--- config.mk ---
export PLATFORM = sky130hd
export DESIGN_NAME = regfile_wb_queue_flat
export DESIGN_NICKNAME = d
export VERILOG_FILES = /design/src/rtl/regfile_wb_queue_pkg.sv /design/src/rtl/regfile_wb_queue_if.sv /design/src/rtl/regfile_wb_queue_bypass.sv /design/src/rtl/regfile_wb_queue.sv /design/src/flat_wrapper.sv
export SDC_FILE = /design/constraint.sdc
export NUM_CORES = 1
export LEC_CHECK = 0
export CAP_MARGIN = 15
export CORE_MARGIN = 3
export CORE_UTILIZATION = 60
export CTS_CLUSTER_SIZE = 12
export DETAILED_ROUTE_END_ITERATION = 8
export GPL_TIMING_DRIVEN = 0
export HOLD_SLACK_MARGIN = 0.08
export PLACE_DENSITY = 0.93
export SYNTH_ARGS = -nofsm -noshare
export SYNTH_HDL_FRONTEND = slang
export SYNTH_HIERARCHICAL = 1
export SYNTH_SLANG_ARGS = --single-unit
--- constraint.sdc ---
create_clock -name clk_i -period 5.41 [get_ports clk_i]
set_input_delay 1.082 -clock clk_i [delete_from_list [all_inputs] [get_ports clk_i]]
set_output_delay 1.082 -clock clk_i [all_outputs]
set_load 0.1 [all_outputs]
--- src/rtl/regfile_wb_queue_pkg.sv ---
// Shared register-file geometry and the write-back entry type.
package regfile_pkg;

    localparam int REG_AW = 3;
    localparam int REG_DW = 8;

    typedef struct packed {
        logic [REG_AW-1:0] addr;
        logic [REG_DW-1:0] data;
    } wb_entry_t;

endpackage

--- src/rtl/regfile_wb_queue_if.sv ---
// Producer, drain and bypass signals of the write-back queue.
interface regfile_wb_queue_if
    import regfile_pkg::*;
#(
    parameter int AW = REG_AW,
    parameter int DW = REG_DW,
    parameter int CW = 3
);

    logic          alu_valid_i;
    logic          alu_ready_o;
    logic [AW-1:0] alu_addr_i;
    logic [DW-1:0] alu_data_i;
    logic          ld_valid_i;
    logic          ld_ready_o;
    logic [AW-1:0] ld_addr_i;
    logic [DW-1:0] ld_data_i;
    logic          wr_o;
    logic [AW-1:0] wr_addr_o;
    logic [DW-1:0] wr_data_o;
    logic [AW-1:0] rs_addr_i;
    logic          rs_hit_o;
    logic [DW-1:0] rs_data_o;
    logic [AW-1:0] rt_addr_i;
    logic          rt_hit_o;
    logic [DW-1:0] rt_data_o;
    logic [CW-1:0] count_o;

    modport slave (
        input  alu_valid_i, alu_addr_i, alu_data_i,
        input  ld_valid_i, ld_addr_i, ld_data_i,
        input  rs_addr_i, rt_addr_i,
        output alu_ready_o, ld_ready_o,
        output wr_o, wr_addr_o, wr_data_o,
        output rs_hit_o, rs_data_o, rt_hit_o, rt_data_o,
        output count_o
    );

    modport master (
        output alu_valid_i, alu_addr_i, alu_data_i,
        output ld_valid_i, ld_addr_i, ld_data_i,
        output rs_addr_i, rt_addr_i,
        input  alu_ready_o, ld_ready_o,
        input  wr_o, wr_addr_o, wr_data_o,
        input  rs_hit_o, rs_data_o, rt_hit_o, rt_data_o,
        input  count_o
    );

endinterface

--- src/rtl/regfile_wb_queue_bypass.sv ---
// Age-ordered search of the pending write-back entries; the youngest match wins.
module wb_bypass_match #(
    parameter  int DEPTH = 4,
    parameter  int AW    = 3,
    parameter  int DW    = 8,
    localparam int PW    = $clog2(DEPTH)
) (
    input  logic [AW-1:0]    i_addr [DEPTH],
    input  logic [DW-1:0]    i_data [DEPTH],
    input  logic [DEPTH-1:0] i_valid,
    input  logic [PW-1:0]    i_tail,
    input  logic [AW-1:0]    i_lookup,
    output logic             o_hit,
    output logic [DW-1:0]    o_data
);

    // Walk oldest to youngest (tail-DEPTH .. tail-1) so later matches override.
    always_comb begin
        logic [PW-1:0] w_idx;
        // NOTE: combinational logic uses blocking '=' and assigns every output before any condition, so no latch is inferred.
        o_hit  = 1'b0;
        o_data = '0;
        w_idx  = '0;
        for (int k = DEPTH; k >= 1; k--) begin
            w_idx = i_tail - PW'(k);
            if (i_valid[w_idx] && (i_addr[w_idx] == i_lookup)) begin
                o_hit  = 1'b1;
                o_data = i_data[w_idx];
            end
        end
    end

endmodule

--- src/rtl/regfile_wb_queue.sv ---
// In-order write-back FIFO merging ALU and load results onto one register-file write port.
module regfile_wb_queue
    import regfile_pkg::*;
#(
    parameter int DEPTH = 4,
    parameter int AW    = REG_AW,
    parameter int DW    = REG_DW
) (
    input  logic                clk_i,
    input  logic                reset_ni,
    regfile_wb_queue_if.slave   wbq
);

    localparam int PW = $clog2(DEPTH);
    localparam int CW = PW + 1;
    localparam int FW = CW + 1;

    logic [AW-1:0]    r_addr [DEPTH];
    logic [DW-1:0]    r_data [DEPTH];
    logic [PW-1:0]    r_head;
    logic [PW-1:0]    r_tail;
    logic [CW-1:0]    r_count;

    logic             w_pop;
    logic [FW-1:0]    w_free;
    logic             w_acc_alu;
    logic             w_acc_ld;
    logic [PW-1:0]    w_ld_slot;
    logic [DEPTH-1:0] w_valid;

    // The head drains every cycle, so its slot counts as free for this cycle's enqueues.
    assign w_pop  = (r_count != '0);
    assign w_free = FW'(DEPTH) - FW'(r_count) + FW'(w_pop);

    assign wbq.alu_ready_o = reset_ni && (w_free >= FW'(1));
    assign wbq.ld_ready_o  = reset_ni && (w_free >= (wbq.alu_valid_i ? FW'(2) : FW'(1)));

    assign w_acc_alu = wbq.alu_valid_i && wbq.alu_ready_o;
    assign w_acc_ld  = wbq.ld_valid_i && wbq.ld_ready_o;
    assign w_ld_slot = r_tail + PW'(w_acc_alu);

    always_comb begin
        w_valid = '0;
        for (int i = 0; i < DEPTH; i++) begin
            w_valid[i] = ({1'b0, PW'(i) - r_head} < r_count);
        end
    end

    always_ff @(posedge clk_i or negedge reset_ni) begin
        if (!reset_ni) begin
            r_head  <= '0;
            r_tail  <= '0;
            r_count <= '0;
            // NOTE: entry storage is reset too, so a post-reset bypass or drain can never expose stale data.
            for (int i = 0; i < DEPTH; i++) begin
                r_addr[i] <= '0;
                r_data[i] <= '0;
            end
        end else begin
            // NOTE: sequential state uses non-blocking '<=' so every register sees pre-edge values.
            if (w_acc_alu) begin
                r_addr[r_tail] <= wbq.alu_addr_i;
                r_data[r_tail] <= wbq.alu_data_i;
            end
            if (w_acc_ld) begin
                r_addr[w_ld_slot] <= wbq.ld_addr_i;
                r_data[w_ld_slot] <= wbq.ld_data_i;
            end
            r_head  <= r_head + PW'(w_pop);
            r_tail  <= r_tail + PW'(w_acc_alu) + PW'(w_acc_ld);
            r_count <= r_count + CW'(w_acc_alu) + CW'(w_acc_ld) - CW'(w_pop);
        end
    end

    assign wbq.wr_o      = w_pop;
    assign wbq.wr_addr_o = w_pop ? r_addr[r_head] : '0;
    assign wbq.wr_data_o = w_pop ? r_data[r_head] : '0;
    assign wbq.count_o   = r_count;

    wb_bypass_match #(.DEPTH(DEPTH), .AW(AW), .DW(DW)) u_bypass_s (
        .i_addr   (r_addr),
        .i_data   (r_data),
        .i_valid  (w_valid),
        .i_tail   (r_tail),
        .i_lookup (wbq.rs_addr_i),
        .o_hit    (wbq.rs_hit_o),
        .o_data   (wbq.rs_data_o)
    );

    wb_bypass_match #(.DEPTH(DEPTH), .AW(AW), .DW(DW)) u_bypass_t (
        .i_addr   (r_addr),
        .i_data   (r_data),
        .i_valid  (w_valid),
        .i_tail   (r_tail),
        .i_lookup (wbq.rt_addr_i),
        .o_hit    (wbq.rt_hit_o),
        .o_data   (wbq.rt_data_o)
    );

endmodule

--- src/flat_wrapper.sv ---
// flat-port wrapper written by rule: the top's interface ports become plain ports
module regfile_wb_queue_flat import regfile_pkg::*;
#(
    parameter int DEPTH = 4,
    parameter int AW    = REG_AW,
    parameter int DW    = REG_DW
)
  (clk_i, reset_ni, wbq_alu_valid_i, wbq_alu_addr_i, wbq_alu_data_i, wbq_ld_valid_i, wbq_ld_addr_i, wbq_ld_data_i, wbq_rs_addr_i, wbq_rt_addr_i, wbq_alu_ready_o, wbq_ld_ready_o, wbq_wr_o, wbq_wr_addr_o, wbq_wr_data_o, wbq_rs_hit_o, wbq_rs_data_o, wbq_rt_hit_o, wbq_rt_data_o, wbq_count_o);
  regfile_wb_queue_if #(.AW(AW), .DW(DW), .CW(($clog2(DEPTH) + 1))) wbq_i ();
  input  logic clk_i;
  input  logic reset_ni;
  input wire logic [$bits(wbq_i.alu_valid_i)-1:0] wbq_alu_valid_i;
  input wire logic [$bits(wbq_i.alu_addr_i)-1:0] wbq_alu_addr_i;
  input wire logic [$bits(wbq_i.alu_data_i)-1:0] wbq_alu_data_i;
  input wire logic [$bits(wbq_i.ld_valid_i)-1:0] wbq_ld_valid_i;
  input wire logic [$bits(wbq_i.ld_addr_i)-1:0] wbq_ld_addr_i;
  input wire logic [$bits(wbq_i.ld_data_i)-1:0] wbq_ld_data_i;
  input wire logic [$bits(wbq_i.rs_addr_i)-1:0] wbq_rs_addr_i;
  input wire logic [$bits(wbq_i.rt_addr_i)-1:0] wbq_rt_addr_i;
  output wire logic [$bits(wbq_i.alu_ready_o)-1:0] wbq_alu_ready_o;
  output wire logic [$bits(wbq_i.ld_ready_o)-1:0] wbq_ld_ready_o;
  output wire logic [$bits(wbq_i.wr_o)-1:0] wbq_wr_o;
  output wire logic [$bits(wbq_i.wr_addr_o)-1:0] wbq_wr_addr_o;
  output wire logic [$bits(wbq_i.wr_data_o)-1:0] wbq_wr_data_o;
  output wire logic [$bits(wbq_i.rs_hit_o)-1:0] wbq_rs_hit_o;
  output wire logic [$bits(wbq_i.rs_data_o)-1:0] wbq_rs_data_o;
  output wire logic [$bits(wbq_i.rt_hit_o)-1:0] wbq_rt_hit_o;
  output wire logic [$bits(wbq_i.rt_data_o)-1:0] wbq_rt_data_o;
  output wire logic [$bits(wbq_i.count_o)-1:0] wbq_count_o;
  assign wbq_i.alu_valid_i = wbq_alu_valid_i;
  assign wbq_i.alu_addr_i = wbq_alu_addr_i;
  assign wbq_i.alu_data_i = wbq_alu_data_i;
  assign wbq_i.ld_valid_i = wbq_ld_valid_i;
  assign wbq_i.ld_addr_i = wbq_ld_addr_i;
  assign wbq_i.ld_data_i = wbq_ld_data_i;
  assign wbq_i.rs_addr_i = wbq_rs_addr_i;
  assign wbq_i.rt_addr_i = wbq_rt_addr_i;
  assign wbq_alu_ready_o = wbq_i.alu_ready_o;
  assign wbq_ld_ready_o = wbq_i.ld_ready_o;
  assign wbq_wr_o = wbq_i.wr_o;
  assign wbq_wr_addr_o = wbq_i.wr_addr_o;
  assign wbq_wr_data_o = wbq_i.wr_data_o;
  assign wbq_rs_hit_o = wbq_i.rs_hit_o;
  assign wbq_rs_data_o = wbq_i.rs_data_o;
  assign wbq_rt_hit_o = wbq_i.rt_hit_o;
  assign wbq_rt_data_o = wbq_i.rt_data_o;
  assign wbq_count_o = wbq_i.count_o;
  regfile_wb_queue #(.DEPTH(DEPTH), .AW(AW), .DW(DW)) u_core (.clk_i(clk_i), .reset_ni(reset_ni), .wbq(wbq_i));
endmodule
======== After elaboration in Yosys (flattened, before gate mapping) ========
Cells that the tools add are included.
storage, ports and cells
  flip-flop bits (word level) ............. 51
  input port bits ......................... 32
  logic and storage cells ................. 146
cells by class
  multiplexer cells ....................... 73
  add/sub/neg operators ................... 15
  reduce and logical (&&, ||, !) cells .... 15
  eq/ne operators ......................... 8
  order comparisons ....................... 18
  bitwise operators ....................... 6
operators by type and width
  cell                                                 number
  2-to-1 mux 8 bit                                     21
  binary-select mux 8 bit (select 2 bit)               5
  bitwise mux 32 bit                                   2
  2-to-1 mux 32 bit                                    2
  2-to-1 mux 3 bit                                     13
  demux 8 bit (select 2 bit)                           2
  binary-select mux 3 bit (select 2 bit)               5
  bitwise mux 12 bit                                   2
  == test 3 bit                                        8
  2-to-1 mux 12 bit                                    2
  >= comparator 3 bit, second input constant           6
  NOT 2 -> 3 bit                                       6
  logical AND 1 bit                                    14
  demux 3 bit (select 2 bit)                           2
  < comparator 2 x 3 -> 1 bit                          4
  < comparator 2 x 3 -> 1 bit, second input constant   4
  2-to-1 mux 1 bit                                     12
  binary-select mux 1 bit (select 2 bit)               4
  adder 2 x 1 -> 2 bit                                 3
  adder 3 x 1 -> 3 bit                                 2
  < comparator 3 x 1 -> 1 bit, second input constant   2
  adder 4 x 1 -> 4 bit                                 1
  >= comparator 4 x 1 -> 1 bit, second input constant  1
  >= comparator 4 bit                                  1
  8 further kinds                                      11

======== Longest topological paths before layout ========
  depth in word-level cells ............... 13
  depth in mapped cells ................... 15
  gate-level depth less buffers ........... 13

======== Cells and area by module ========
The synthesis kept the hierarchy.
modules (own cells, without submodules)
  module            cells an instance  sequential area each (um^2)  instances  area an instance (um^2)
  regfile_wb_queue  247                1276.2                       1          3213.1
  wb_bypass_match   205                0.0                          2          1468.9

======== Worst setup path before layout ========
OpenSTA, ideal clock, no wires.
  path type ............................... reg-to-output
  from .................................... register u_core.r_count[1], in the netlist u_core/wbq.count_o[1]
  to ...................................... output wbq_rs_data_o[0]
  arrival time ............................ 3.981 ns
  stages on the path, launching flop included .. 11
  path slack .............................. 0.347 ns
  required time ........................... 4.328 ns
  buffers on the path ..................... 0
  cell sequence ........................... dfrtp_1 inv_1 ha_1 a21oi_1 or2_2 nor2b_1 a32oi_1 mux2i_1 a211oi_4 nand4_1 a41oi_2
on the way
  cells in the longest elaborated chain, start to end .. 8
  elaborated cells between the ends (all ways) .. 20
  those cells by class .................... 4 x order compare; 12 x mux; 4 x reduce/logical
RTL lines
  item                                    line                           RTL
  start, declared                         regfile_wb_queue.sv:22         logic [CW-1:0] r_count;
  start signal, assigned                  regfile_wb_queue.sv:71         r_count <= r_count + CW'(w_acc_alu) + CW'(w_acc_ld) - CW'(w_pop);
  < comparator 2 x 3 -> 1 bit (*)         regfile_wb_queue.sv:45         w_valid[i] = ({1'b0, PW'(i) - r_head} < r_count);
  via u_core.w_valid[2]                   regfile_wb_queue.sv:29         logic [DEPTH-1:0] w_valid;
  binary-select mux 1 bit (select 2 bit)  regfile_wb_queue_bypass.sv:26  if (i_valid[w_idx] && (i_addr[w_idx] == i_lookup)) begin
  2-to-1 mux 1 bit (implied by the code)  regfile_wb_queue_bypass.sv:26
  logical AND 1 bit                       regfile_wb_queue_bypass.sv:26
  2-to-1 mux 8 bit (3 in series)          regfile_wb_queue_bypass.sv:26
  2-to-1 mux 8 bit (*)                    regfile_wb_queue_bypass.sv:26
  end, declared                           flat_wrapper.sv:26             output wire logic [$bits(wbq_i.rs_data_o)-1:0] wbq_rs_data_o;
Mark *: on every way through the listed nets, which the timed path passes. The rest lies on a longest branch. The select of a mux whose other input is x is not followed.

======== Final worst setup path ========
  from .................................... register u_core.r_head[0]
  to ...................................... output wbq_rs_data_o[0]
on the way
  cells in the longest elaborated chain, start to end .. 9
  elaborated cells between the ends (all ways) .. 24
  those cells by class .................... 4 x add/sub; 4 x order compare; 12 x mux; 4 x reduce/logical
RTL lines
  item                                    line                           RTL
  start, declared                         regfile_wb_queue.sv:20         logic [PW-1:0] r_head;
  start signal, assigned                  regfile_wb_queue.sv:69         r_head <= r_head + PW'(w_pop);
  subtractor 2 bit (*)                    regfile_wb_queue.sv:45
  < comparator 2 x 3 -> 1 bit (*)         regfile_wb_queue.sv:45
  via u_core.w_valid[2]                   regfile_wb_queue.sv:29
  binary-select mux 1 bit (select 2 bit)  regfile_wb_queue_bypass.sv:26
  2-to-1 mux 1 bit (implied by the code)  regfile_wb_queue_bypass.sv:26
  logical AND 1 bit                       regfile_wb_queue_bypass.sv:26
  2-to-1 mux 8 bit (3 in series)          regfile_wb_queue_bypass.sv:26
  2-to-1 mux 8 bit (*)                    regfile_wb_queue_bypass.sv:26
Marks and branches as above.

==> impl_results.md <==
- Routed WL: about 18000 µm
- Initial antenna violation count: 0
- Die Y: ~110 µm
- Reg area: approximately 0.0013 mm²
- PnR worst setup slack: approximately 0.28 ns
- Dpl hpwl: between 10000 and 15000 µm
- Max-Cap Viols: 0
- Mapped Nets: between 700 and 800
- Final hold slack: 0.724 ns
- First-pass GRT wire length: a little under 30000 µm
- Residual DRC count: 0
- Compound-gate portion of the synthesized area: roughly 11%
- Worst EP arrival: between 4 and 5 ns
- Syn_area_per_cell: 9.36 µm²
- DRT antenna net count: 0
- DIE AREA: ~0.012 mm²
- Global-route usage over all layers: between 30% and 40%
- Layout area overhead: 13.2%
- EDFF count, synth: 0
- Num CTS Buffers: 5
- Sequential cell area fraction in the yosys report: a little over 20%
- CTS root buffer: clkbuf_8
- Post-Syn Instances: about 660
- Deepest clock path buffer count: 2
- Initial DRC count: ~550
- Hold crit path type: in -> async
- H-tree levels: 2
- Core Area: around 0.0099 mm²
- Gpl congestion: between 0.9 and 1
- Initial Utilization: between 60 and 70%
- DR pass1 iterations: 9
- Max Fclk: ~200 MHz
- XOR/XNOR Fraction of Synth Area: about 6%
- Layout Nets: between 700 and 800
- DR vias: ~5.7k
- Critical path startpoint category: flop
- Clock transition at path regs: around 0.090 ns
- Post-synth design cell area: 0.00615 mm²
- Status: finished, final reports clean
- Synth Area in Adders: about 3.3%
- Place WS: -0.389 ns
- # clock sinks: a little over 50
- Max-slew headroom: 33.9%
- Clk_lat worst skew: ~0.30 ns
- Horiz. Die Dim: between 100 and 150 µm
- Crit-path max FO: 10
- Multiplexer area fraction after synthesis: approximately a third
- Cell variety after synth: 48
- Top FF cell, synth: dfrtp_1
- Remaining Overflow, GRT: 0
- Post-synth ARST share: between 90% and 100%
- Largest family of logic cells by synthesized area: multiplexers
- FP Rows: 36
- Tmin final: ~5.1 ns
- Port-buffer cells: 60
- Critical path capture point type: primary output
- Kind of critical path: reg -> out
- RSZ-0062 raised after global routing: no
- Inserted Diodes: 0
- Drt wl/cell: ~21 µm
- #FFs+latches synth: between 50 and 60
- Largest net degree at the start of global routing: 34
- Pins Over Slew Limit: 0
- Worst slew pin tran: about 1 ns
- Final setup violation count: 0
- Footprint of the multi-input gates: 0.00454 mm²
- Share of cells above drive strength 1: between 20% and 30%
- TritonCTS clock tree: yes
- Most frequent cells in the layout: nand2_1 (99), mux2i_1 (86), mux2_2 (80)
- Final hold vios: 0
- Vias in the first global route: between 5k and 6k
- Ys Warns: 6
- I/O pin count: 67
- End-of-flow core utilization: a little over two thirds
- Period utilization: about 95%
- Hold_buf cts: 0
- Commonest non-fill, non-tap cell in the layout: nand2_1
- Simple-gate share of the synthesized area: between 15 and 20%
- Routed vias/inst: roughly 6.6
- Worst EP required: 4.33 ns
- Filler instances: 723
- Fin Clk Skew: roughly 0.0094 ns
[worst max-delay path, cell delays in order, from the launching register on]
cell and delay (ns):
dfrtp_1 0.57, buf_2 0.37, xnor2_1 0.15, ha_1 0.29, a21oi_1 0.05, or2_2 0.31
nor2b_1 0.14, a32oi_1 0.34, mux2i_1 0.19, a211oi_4 0.54, nand4_1 0.19, a41oi_2 0.25
buf_4 0.33
[logic make-up (layout without fill, tap and decap cells)]
logic type	count (synthesis)	in the layout
compound gates	77	77
xor+xnor	42	42
fa+ha+maj	15	15
buf+inv	68	136
flops	51	51
mux	189	189
simple gates	215	215
[worst paths after layout]
check | start | cells after the start | slack, ns | to
setup / recovery | u_core/r_head[0]$_DFF_PN0_ | 12 | 0.28 | wbq_rs_data_o[0]
hold / removal | reset_ni | 1 | 0.72 | u_core/r_data[22]$_DFF_PN0_
setup reg to reg | u_core/wbq.count_o[2]$_DFF_PN0_ | 14 | 0.98 | u_core/r_data[10]$_DFF_PN0_
hold reg to reg | u_core/r_data[18]$_DFF_PN0_ | 2 | 0.79 | u_core/r_data[18]$_DFF_PN0_
max in group asynchronous | reset_ni | 2 | 4.14 | u_core/r_addr[7]$_DFF_PN0_
min in group clk_i | u_core/r_data[18]$_DFF_PN0_ | 2 | 0.79 | u_core/r_data[18]$_DFF_PN0_
[sequential cells by signal, summed over array words and instances (netlist names)]
signal,count
u_core/wbq.count_o,3
u_core/r_data,32
u_core/r_head,2
u_core/r_tail,2
u_core/r_addr,12
[Yosys cell counts (2+ instances only)]
master	number	area (µm²)
nand2_1	99	372
mux2i_1	86	861
mux2_2	80	901
dfrtp_1	51	1280
nand3_1	36	180
xnor2_1	35	307
buf_2	25	125
a21oi_1	22	110
nand4_1	19	119
nor2b_1	19	119
a41oi_2	16	260
inv_1	16	60.1
o22ai_1	16	100
clkbuf_1	14	52.6
ha_1	13	163
mux4_2	13	293
mux2_1	10	113
nor2_1	7	26.3
xor2_1	7	61.3
a32oi_1	6	52.6
buf_6	5	56.3
nand2b_1	5	31.3
or2_2	5	31.3
buf_1	4	15.0
buf_4	4	30.0
nand3b_1	4	30.0
a211oi_1	3	22.5
and3_1	3	18.8
o21ai_0	3	15.0
a211oi_4	2	40.0
a21oi_2	2	17.5
a31o_2	2	17.5
and2_1	2	12.5
and2b_1	2	15.0
fa_1	2	40.0
nand4b_1	2	17.5
nor4_1	2	12.5
nor4_2	2	25.0
nor4_4	2	42.5
o211ai_2	2	25.0
or2_1	2	12.5
[per-stage QoR]
stage / cells / TNS [ns] / area, µm²
finish: 858 / 0 / 6970
global route: 858 / 0 / 6970
CTS: 859 / 0 / 6950
detailed placement: 851 / -4.90 / 6930
global placement: 850 / -5.01 / 6920
floorplan: 657 / 0 / 6150
[final cells by class]
cell class,instances,area share [%]
multi-input combinational,538,65.2
clock inverter,2,0.180
timing repair buffer,61,8.08
tap,133,2.39
clock buffer,6,1.04
sequential,51,18.3
buffer,51,3.97
inverter,16,0.862
[what timing repair did]
| action | 4_1_cts | 5_1_grt |
|---|---|---|
| buffers inserted | 0 | 0 |
| gates resized for setup | 89 | 8 |
| endpoints found under the setup margin | 18 | 20 |
| gates cloned | 0 | 0 |
[routing by layer]
metal / track usage (%) / up-vias / wire, µm
met5: 0 / - / 0
met4: 11.1 / 0 / 493
met3: 4.26 / 53 / 1530
met2: 53.5 / 343 / 8760
met1: 41.1 / 2742 / 7290
li1: - / 2537 / -
Power is not shown: default switching activity piles up to over one toggle a cycle in this logic, so the estimate is an artifact.
